$ cat src/rtl/cache_ri_fill.sv
// Miss / uncached engine behind the cache read-write stage.
// Fills a 16-word line over a burst master, or does one IO beat.
module cache_ri_fill #(
  parameter int SIZE = 8192,
  parameter logic [3:0] CMD_NOP = 4'd0,
  parameter logic [3:0] CMD_RB = 4'd1,
  parameter logic [3:0] CMD_IORW = 4'd2,
  parameter logic [3:0] CMD_HCC = 4'd3,
  localparam int DW = $clog2(SIZE / 16),
  localparam int TW = DW - 4,
  localparam int TAG_WIDTH = 30 - DW
) (
  input  logic          clk,
  input  logic          rest,
  input  logic [3:0]    ri_cmd,
  input  logic          ri_cmd_valid,
  output logic          ri_cmd_ready,
  output logic [31:0]   ri_rsp_data,
  input  logic          ri_isCacheEnable,
  input  logic [31:0]   req_address,
  input  logic [3:0]    req_byteEnable,
  input  logic          req_read,
  input  logic          req_write,
  input  logic [31:0]   req_writeData,
  output logic [31:0]   m0_address,
  output logic [4:0]    m0_burstCount,
  output logic          m0_read,
  output logic          m0_write,
  output logic [3:0]    m0_byteEnable,
  output logic [31:0]   m0_writeData,
  input  logic          m0_waitRequest,
  input  logic [31:0]   m0_readData,
  input  logic          m0_readDataValid,
  output logic [TW-1:0] tag_ri_readAddress,
  input  logic          tag_ri_isHaveFreeBlock,
  input  logic [1:0]    tag_ri_freeBlockNum,
  output logic [TW-1:0] tag_ri_writeAddress,
  output logic [1:0]    tag_ri_writeChannel,
  output logic          tag_ri_writeEnable,
  output logic [31:0]   tag_ri_writeData,
  output logic [DW-1:0] data_ri_writeAddress,
  output logic [1:0]    data_ri_rwChannel,
  output logic [3:0]    data_ri_writeByteEnable,
  output logic          data_ri_writeEnable,
  output logic [31:0]   data_ri_writeData,
  output logic [DW-2:0] dre_ri_writeAddress,
  output logic [1:0]    dre_ri_writeChannel,
  output logic          dre_ri_writeEnable,
  output logic [7:0]    dre_ri_writeData
);

  localparam logic [2:0] S_IDLE = 3'd0;
  localparam logic [2:0] S_LOOKUP = 3'd1;
  localparam logic [2:0] S_RD_REQ = 3'd2;
  localparam logic [2:0] S_RD_DATA = 3'd3;
  localparam logic [2:0] S_MERGE = 3'd4;
  localparam logic [2:0] S_IO_REQ = 3'd5;
  localparam logic [2:0] S_IO_WAIT = 3'd6;
  localparam logic [2:0] S_DONE = 3'd7;

  typedef struct packed {
    logic          ready;
    logic [31:0]   rsp;
    logic [31:0]   m_addr;
    logic [4:0]    m_burst;
    logic          m_rd;
    logic          m_wr;
    logic [3:0]    m_be;
    logic [31:0]   m_wd;
    logic [TW-1:0] t_raddr;
    logic [TW-1:0] t_waddr;
    logic [1:0]    t_ch;
    logic          t_we;
    logic [31:0]   t_wd;
    logic [DW-1:0] d_addr;
    logic [1:0]    d_ch;
    logic [3:0]    d_be;
    logic          d_we;
    logic [31:0]   d_wd;
    logic [DW-2:0] r_addr;
    logic [1:0]    r_ch;
    logic          r_we;
  } out_t;

  out_t        o_d, o_q;
  logic [2:0]  state_d, state_q;
  logic [3:0]  cnt_d, cnt_q;
  logic [1:0]  rr_d, rr_q;
  logic [1:0]  vic_d, vic_q;
  logic [31:0] rsp_d, rsp_q;
  logic [31:2] addr_d, addr_q;
  logic [3:0]  be_d, be_q;
  logic [31:0] wd_d, wd_q;
  logic        wr_d, wr_q;
  logic        io_go;
  logic        fin;
  logic [31:0] merged;

  wire [TW-1:0] set_idx = addr_q[DW+1:6];
  wire [3:0]    word = addr_q[5:2];
  wire [31:0]   tag_word =
    {1'b1, {(31-TAG_WIDTH){1'b0}}, addr_q[31:DW+2]};

  assign ri_cmd_ready = o_q.ready;
  assign ri_rsp_data = o_q.rsp;
  assign m0_address = o_q.m_addr;
  assign m0_burstCount = o_q.m_burst;
  assign m0_read = o_q.m_rd;
  assign m0_write = o_q.m_wr;
  assign m0_byteEnable = o_q.m_be;
  assign m0_writeData = o_q.m_wd;
  assign tag_ri_readAddress = o_q.t_raddr;
  assign tag_ri_writeAddress = o_q.t_waddr;
  assign tag_ri_writeChannel = o_q.t_ch;
  assign tag_ri_writeEnable = o_q.t_we;
  assign tag_ri_writeData = o_q.t_wd;
  assign data_ri_writeAddress = o_q.d_addr;
  assign data_ri_rwChannel = o_q.d_ch;
  assign data_ri_writeByteEnable = o_q.d_be;
  assign data_ri_writeEnable = o_q.d_we;
  assign data_ri_writeData = o_q.d_wd;
  assign dre_ri_writeAddress = o_q.r_addr;
  assign dre_ri_writeChannel = o_q.r_ch;
  assign dre_ri_writeEnable = o_q.r_we;
  assign dre_ri_writeData = 8'hFF;

  // Store bytes overlay the filled word for the returned read data.
  always_comb begin
    merged = rsp_q;
    for (int i = 0; i < 4; i++)
      if (be_q[i]) merged[8*i +: 8] = wd_q[8*i +: 8];
  end

  // Next-state, next-output and datapath for the fill/IO sequencer.
  always_comb begin
    state_d = state_q;
    cnt_d = cnt_q;
    rr_d = rr_q;
    vic_d = vic_q;
    rsp_d = rsp_q;
    addr_d = addr_q;
    be_d = be_q;
    wd_d = wd_q;
    wr_d = wr_q;
    io_go = 1'b0;
    fin = 1'b0;
    o_d = o_q;
    o_d.ready = 1'b0;
    o_d.rsp = '0;
    o_d.t_we = 1'b0;
    o_d.d_we = 1'b0;
    o_d.r_we = 1'b0;
    case (state_q)
      S_IDLE: begin
        if (ri_cmd_valid) begin
          addr_d = req_address[31:2];
          be_d = req_byteEnable;
          wd_d = req_writeData;
          wr_d = req_write;
          cnt_d = '0;
          rsp_d = '0;
          o_d.t_raddr = req_address[DW+1:6];
          case (ri_cmd)
            CMD_RB: begin
              if (ri_isCacheEnable) state_d = S_LOOKUP;
              else io_go = 1'b1;
            end
            CMD_IORW: io_go = 1'b1;
            CMD_HCC, CMD_NOP: fin = 1'b1;
            default: fin = 1'b1;
          endcase
          if (io_go) begin
            state_d = S_IO_REQ;
            o_d.m_rd = req_read;
            o_d.m_wr = req_write;
            o_d.m_addr = req_address;
            o_d.m_burst = 5'd1;
            o_d.m_be = req_byteEnable;
            o_d.m_wd = req_writeData;
          end
        end
      end
      S_LOOKUP: begin
        if (tag_ri_isHaveFreeBlock) begin
          vic_d = tag_ri_freeBlockNum;
        end else begin
          vic_d = rr_q;
          rr_d = rr_q + 2'd1;
        end
        state_d = S_RD_REQ;
        o_d.m_rd = 1'b1;
        o_d.m_addr = {addr_q[31:6], 6'b0};
        o_d.m_burst = 5'd16;
        o_d.m_be = 4'hF;
        o_d.m_wd = wd_q;
      end
      S_RD_REQ: begin
        if (!m0_waitRequest) begin
          o_d.m_rd = 1'b0;
          state_d = S_RD_DATA;
        end
      end
      S_RD_DATA: begin
        if (m0_readDataValid) begin
          o_d.d_we = 1'b1;
          o_d.d_addr = {set_idx, cnt_q};
          o_d.d_ch = vic_q;
          o_d.d_be = 4'hF;
          o_d.d_wd = m0_readData;
          cnt_d = cnt_q + 4'd1;
          if (cnt_q == word) rsp_d = m0_readData;
          if (cnt_q[0]) begin
            o_d.r_we = 1'b1;
            o_d.r_addr = {set_idx, cnt_q[3:1]};
            o_d.r_ch = vic_q;
          end
          if (cnt_q == 4'd15) begin
            o_d.t_we = 1'b1;
            o_d.t_waddr = set_idx;
            o_d.t_ch = vic_q;
            o_d.t_wd = tag_word;
            if (wr_q) state_d = S_MERGE;
            else fin = 1'b1;
          end
        end
      end
      S_MERGE: begin
        o_d.d_we = 1'b1;
        o_d.d_addr = {set_idx, word};
        o_d.d_ch = vic_q;
        o_d.d_be = be_q;
        o_d.d_wd = wd_q;
        rsp_d = merged;
        fin = 1'b1;
      end
      S_IO_REQ: begin
        if (!m0_waitRequest) begin
          o_d.m_rd = 1'b0;
          o_d.m_wr = 1'b0;
          if (wr_q) fin = 1'b1;
          else state_d = S_IO_WAIT;
        end
      end
      S_IO_WAIT: begin
        if (m0_readDataValid) begin
          rsp_d = m0_readData;
          fin = 1'b1;
        end
      end
      S_DONE: state_d = S_IDLE;
      default: state_d = S_IDLE;
    endcase
    if (fin) begin
      state_d = S_DONE;
      o_d.ready = 1'b1;
      o_d.rsp = rsp_d;
    end
  end

  // State and registered outputs; reset abandons any burst at once.
  always_ff @(posedge clk) begin
    if (rest) begin
      state_q <= S_IDLE;
      cnt_q <= '0;
      rr_q <= '0;
      vic_q <= '0;
      rsp_q <= '0;
      addr_q <= '0;
      be_q <= '0;
      wd_q <= '0;
      wr_q <= 1'b0;
      o_q <= '0;
    end else begin
      state_q <= state_d;
      cnt_q <= cnt_d;
      rr_q <= rr_d;
      vic_q <= vic_d;
      rsp_q <= rsp_d;
      addr_q <= addr_d;
      be_q <= be_d;
      wd_q <= wd_d;
      wr_q <= wr_d;
      o_q <= o_d;
    end
  end

endmodule

$ cat config.mk
export PLATFORM = sky130hd
export DESIGN_NAME = cache_ri_fill
export DESIGN_NICKNAME = d
export VERILOG_FILES = /design/src/rtl/cache_ri_fill.sv
export SDC_FILE = /design/constraint.sdc
export NUM_CORES = 1
export LEC_CHECK = 0
export CAP_MARGIN = 0
export CORE_UTILIZATION = 39
export CTS_BUF_LIST = sky130_fd_sc_hd__clkbuf_2
export CTS_CLUSTER_DIAMETER = 120
export DETAILED_ROUTE_END_ITERATION = 10
export GPL_ROUTABILITY_DRIVEN = 0
export PLACE_DENSITY_LB_ADDON = 0.1
export SLEW_MARGIN = 10
export SYNTH_ARGS = -nofsm -noshare
export SYNTH_HDL_FRONTEND = slang
export SYNTH_SLANG_ARGS = --single-unit
$ cat constraint.sdc
create_clock -name clk -period 4.5 [get_ports clk]
set_input_delay 1.125 -clock clk [delete_from_list [all_inputs] [get_ports clk]]
set_output_delay 1.125 -clock clk [all_outputs]
set_load 0.1 [all_outputs]
==> results.sh <==
export IMPL_status="finished, final reports clean"
export IMPL_async_flop_share=0
export IMPL_irDropWorstVdd_uv=230
export IMPL_synth_edf_count=0
export IMPL_multiInputGateArea_um2=5020
export IMPL_root_buffer="clkbuf_2"
export IMPL_vias_per_cell=5.20
export IMPL_seqPwrFrac=0.399
export IMPL_post_cts_buffers=0
export IMPL_fin_crit_ps=3600
export IMPL_r2r_start="state_q[0]"
export IMPL_cts_made_buffers=81
export IMPL_cts_tree="done"
export IMPL_worst_hold_path_type="reg -> reg"
export IMPL_p_leak_nw=6.24
export IMPL_yosys_warnings=0
export IMPL_whs_ps=455
export IMPL_cp_arrival_ps=2480
export IMPL_die_w_um=175
export IMPL_power_frac_clock=0.241
export IMPL_ios=335
export IMPL_cts_buffer_depth=3
export IMPL_drt_initial_drc_count=569
export IMPL_clk_latency_ps=850
export IMPL_min_to="data_ri_rwChannel[0]"
export IMPL_worst_slew_pin_slew_ps=1060
export IMPL_syn_avg_cell_area_um2=8.86
export IMPL_die_area_um2=30700
export IMPL_crit_fanout=6
export IMPL_slew_headroom=0.290
export IMPL_place_detailed_hpwl_mm=23.1
export IMPL_finalSetupViolCount=0
export IMPL_drt_wl_total_mm=36.6
export IMPL_ys_seq_elements=304
export IMPL_critical_path_class="reg -> out"
export IMPL_p_int_w=0.00460
export IMPL_cts_clk_slew_worst_paths_ps=100
export IMPL_clkSinkCount=304
export IMPL_cts_resized=0
export IMPL_p_per_area_nw_per_um2=524
export IMPL_grt_ovfl_total=0
export IMPL_drc=0
export IMPL_synth_cells=1321
export IMPL_grt_pass1_wl_mm=56.7
export IMPL_ys_flop_type="dfxtp_1"
export IMPL_nNetsFinal=1736
export IMPL_routedWlPerCell_um=17.8
export IMPL_synth_yosys_seq_area_share=0.520
export IMPL_hold_viol=0
export IMPL_crit_chain="clkdlybuf4s50_1"
export IMPL_ant_nets=0
export IMPL_fmax_mhz=277
export IMPL_max_cap_violations=0
export IMPL_chipHeight_um=175
export IMPL_r2r_end="rsp_q[0]"
export IMPL_initial_core_util=0.396
export IMPL_drtPass1Iterations=7
export IMPL_hold_start="data_ri_rwChannel[0]"
export IMPL_io_buffers=313
export IMPL_max_stage_delay_ps=1190
export IMPL_std_cell_rows=63
export IMPL_p_sw_w=0.00361
export IMPL_final_setup_tns_ps=0
export IMPL_htreeDepth=3
export IMPL_crit_buf_inv=1
export IMPL_reg2reg_slack_ps=1310
export IMPL_p_comb_frac=0.360
export IMPL_num_vias=10700
export IMPL_hold_path_cell_count=2
export IMPL_core_area_um2=29600
export IMPL_instances_no_fill=2062
export IMPL_skew_ps=99.2
export IMPL_antenna_found_initial=3
export IMPL_slew_violations=0
export IMPL_post_route_util=0.530
export IMPL_ff2ff_path_depth=5
export IMPL_grt_max_degree=124
export IMPL_yosysUniqueCellTypes=49
export IMPL_grt_pass1_vias=10400
export IMPL_grt_use_total=0.233
export IMPL_syn_area_um2=11700
export IMPL_syn_to_final_growth_pct=33.9
export IMPL_cpMaxStageDelayCell="clkdlybuf4s50_1"
export IMPL_critPathLaunchType="flop"
export IMPL_fin_crit_sh=0.801
export IMPL_crit_family="buffers and inverters"
export IMPL_required_ps=3380
export IMPL_dp_cells=1927
export IMPL_drive_above_1_share=0.102
export IMPL_ff_latch_area_um2=6090
export IMPL_rsz0062_at_grt="false"
export IMPL_fill_cells=2916
export IMPL_hold_buffers=0
export IMPL_switching_share=0.440
export IMPL_end_kind="output pin"
## kinds of logic after synthesis
family	Yosys count	share of synthesized area
AOI/OAI and AO/OA	417	0.247
xor gates and xnor gates	9	0.00674
adders and majority gates	1	0.00107
buffers and inverters	143	0.0630
DFF	304	0.520
muxes	2	0.00171
other	2	0.000642
and+or+nand+nor	443	0.159
## registers in the layout, indices dropped and copies added (netlist names), 22 cells and up
register,cells
addr_q,26
data_ri_writeData,32
m0_address,32
m0_writeData,32
ri_rsp_data,32
rsp_q,32
tag_ri_writeData,22
wd_q,32
## power by group through the flow
stage | clock [W] | combinational [W] | sequential (W)
floorplan | 0 | 0.00132 | 0.00411
global placement | 0 | 0.00294 | 0.00333
detailed placement | 0 | 0.00297 | 0.00334
CTS | 0.00206 | 0.00298 | 0.00328
global route | 0.00220 | 0.00314 | 0.00333
finish | 0.00198 | 0.00296 | 0.00328
## how the worst max path moves through the flow
stage                                        to  cells after the start             startpoint
after global routing      tag_ri_readAddress[3]                      1  tag_ri_readAddress[3]
after floorplan                  ri_rsp_data[8]                      9           ri_cmd_valid
final                     tag_ri_readAddress[1]                      1  tag_ri_readAddress[1]
after global placement                 rsp_q[4]                      6       m0_readDataValid
after detailed placement              rsp_q[22]                      6       m0_readDataValid
after CTS                 tag_ri_readAddress[3]                      1  tag_ri_readAddress[3]
## per-layer routing
layer  wire length [um]  track usage  up-vias  part of all wire
li1                   -            -     5187                 -
met1              15800        0.289     5106              0.43
met2              17100        0.376      370              0.47
met3               3100       0.0783       57             0.085
met4                675       0.0779        4             0.018
met5                 25            0        -           0.00068
## metrics by stage
step	setup slack, ps	instance area [um2]	power [W]
4_1_cts	786	15700	0.00831
5_1_grt	726	15700	0.00867
3_5_place_dp	681	14900	0.00631
3_3_place_gp	764	14900	0.00628
6_report	895	15700	0.00821
2_1_floorplan	1880	11800	0.00543
## layout make-up
type / count / share of cell area
well taps: 390 / 0.0311
clock buffers: 122 / 0.0390
multi-input cells: 893 / 0.320
clock inverters: 12 / 0.00830
repair buffers: 333 / 0.211
diodes: 1 / 0.000160
inverters: 7 / 0.00168
flip-flops and latches: 304 / 0.388
## Yosys cell counts (7+ instances only)
| library cell | n | area, um2 |
|---|---|---|
| dfxtp_1 | 304 | 6090 |
| nand2_1 | 282 | 1060 |
| a21oi_1 | 162 | 811 |
| nor2_1 | 87 | 327 |
| clkbuf_1 | 79 | 297 |
| a22o_1 | 63 | 552 |
| a21o_1 | 59 | 443 |
| a22oi_1 | 35 | 263 |
| a21boi_0 | 33 | 248 |
| and3_1 | 33 | 206 |
| buf_4 | 28 | 210 |
| a221oi_1 | 24 | 210 |
| buf_2 | 16 | 80.1 |
| a221oi_2 | 10 | 150 |
| buf_6 | 10 | 113 |
| o21ai_0 | 8 | 40.0 |
| inv_1 | 7 | 26.3 |
| nand3_1 | 7 | 35.0 |
| nor2b_1 | 7 | 43.8 |
## placed cells by master, fill, tap and decap left out, drive strengths merged, types with 21 or more instances in the layout
cell type      instances
nor2                  87
nand2                282
a21boi                33
clkbuf               122
a22o                  63
dfxtp                304
and3                  33
a21oi                162
a22oi                 35
a21o                  59
clkdlybuf4s50        312
buf                   21
a221oi                34
conb                  21
Power figures use the tool's default switching activity.
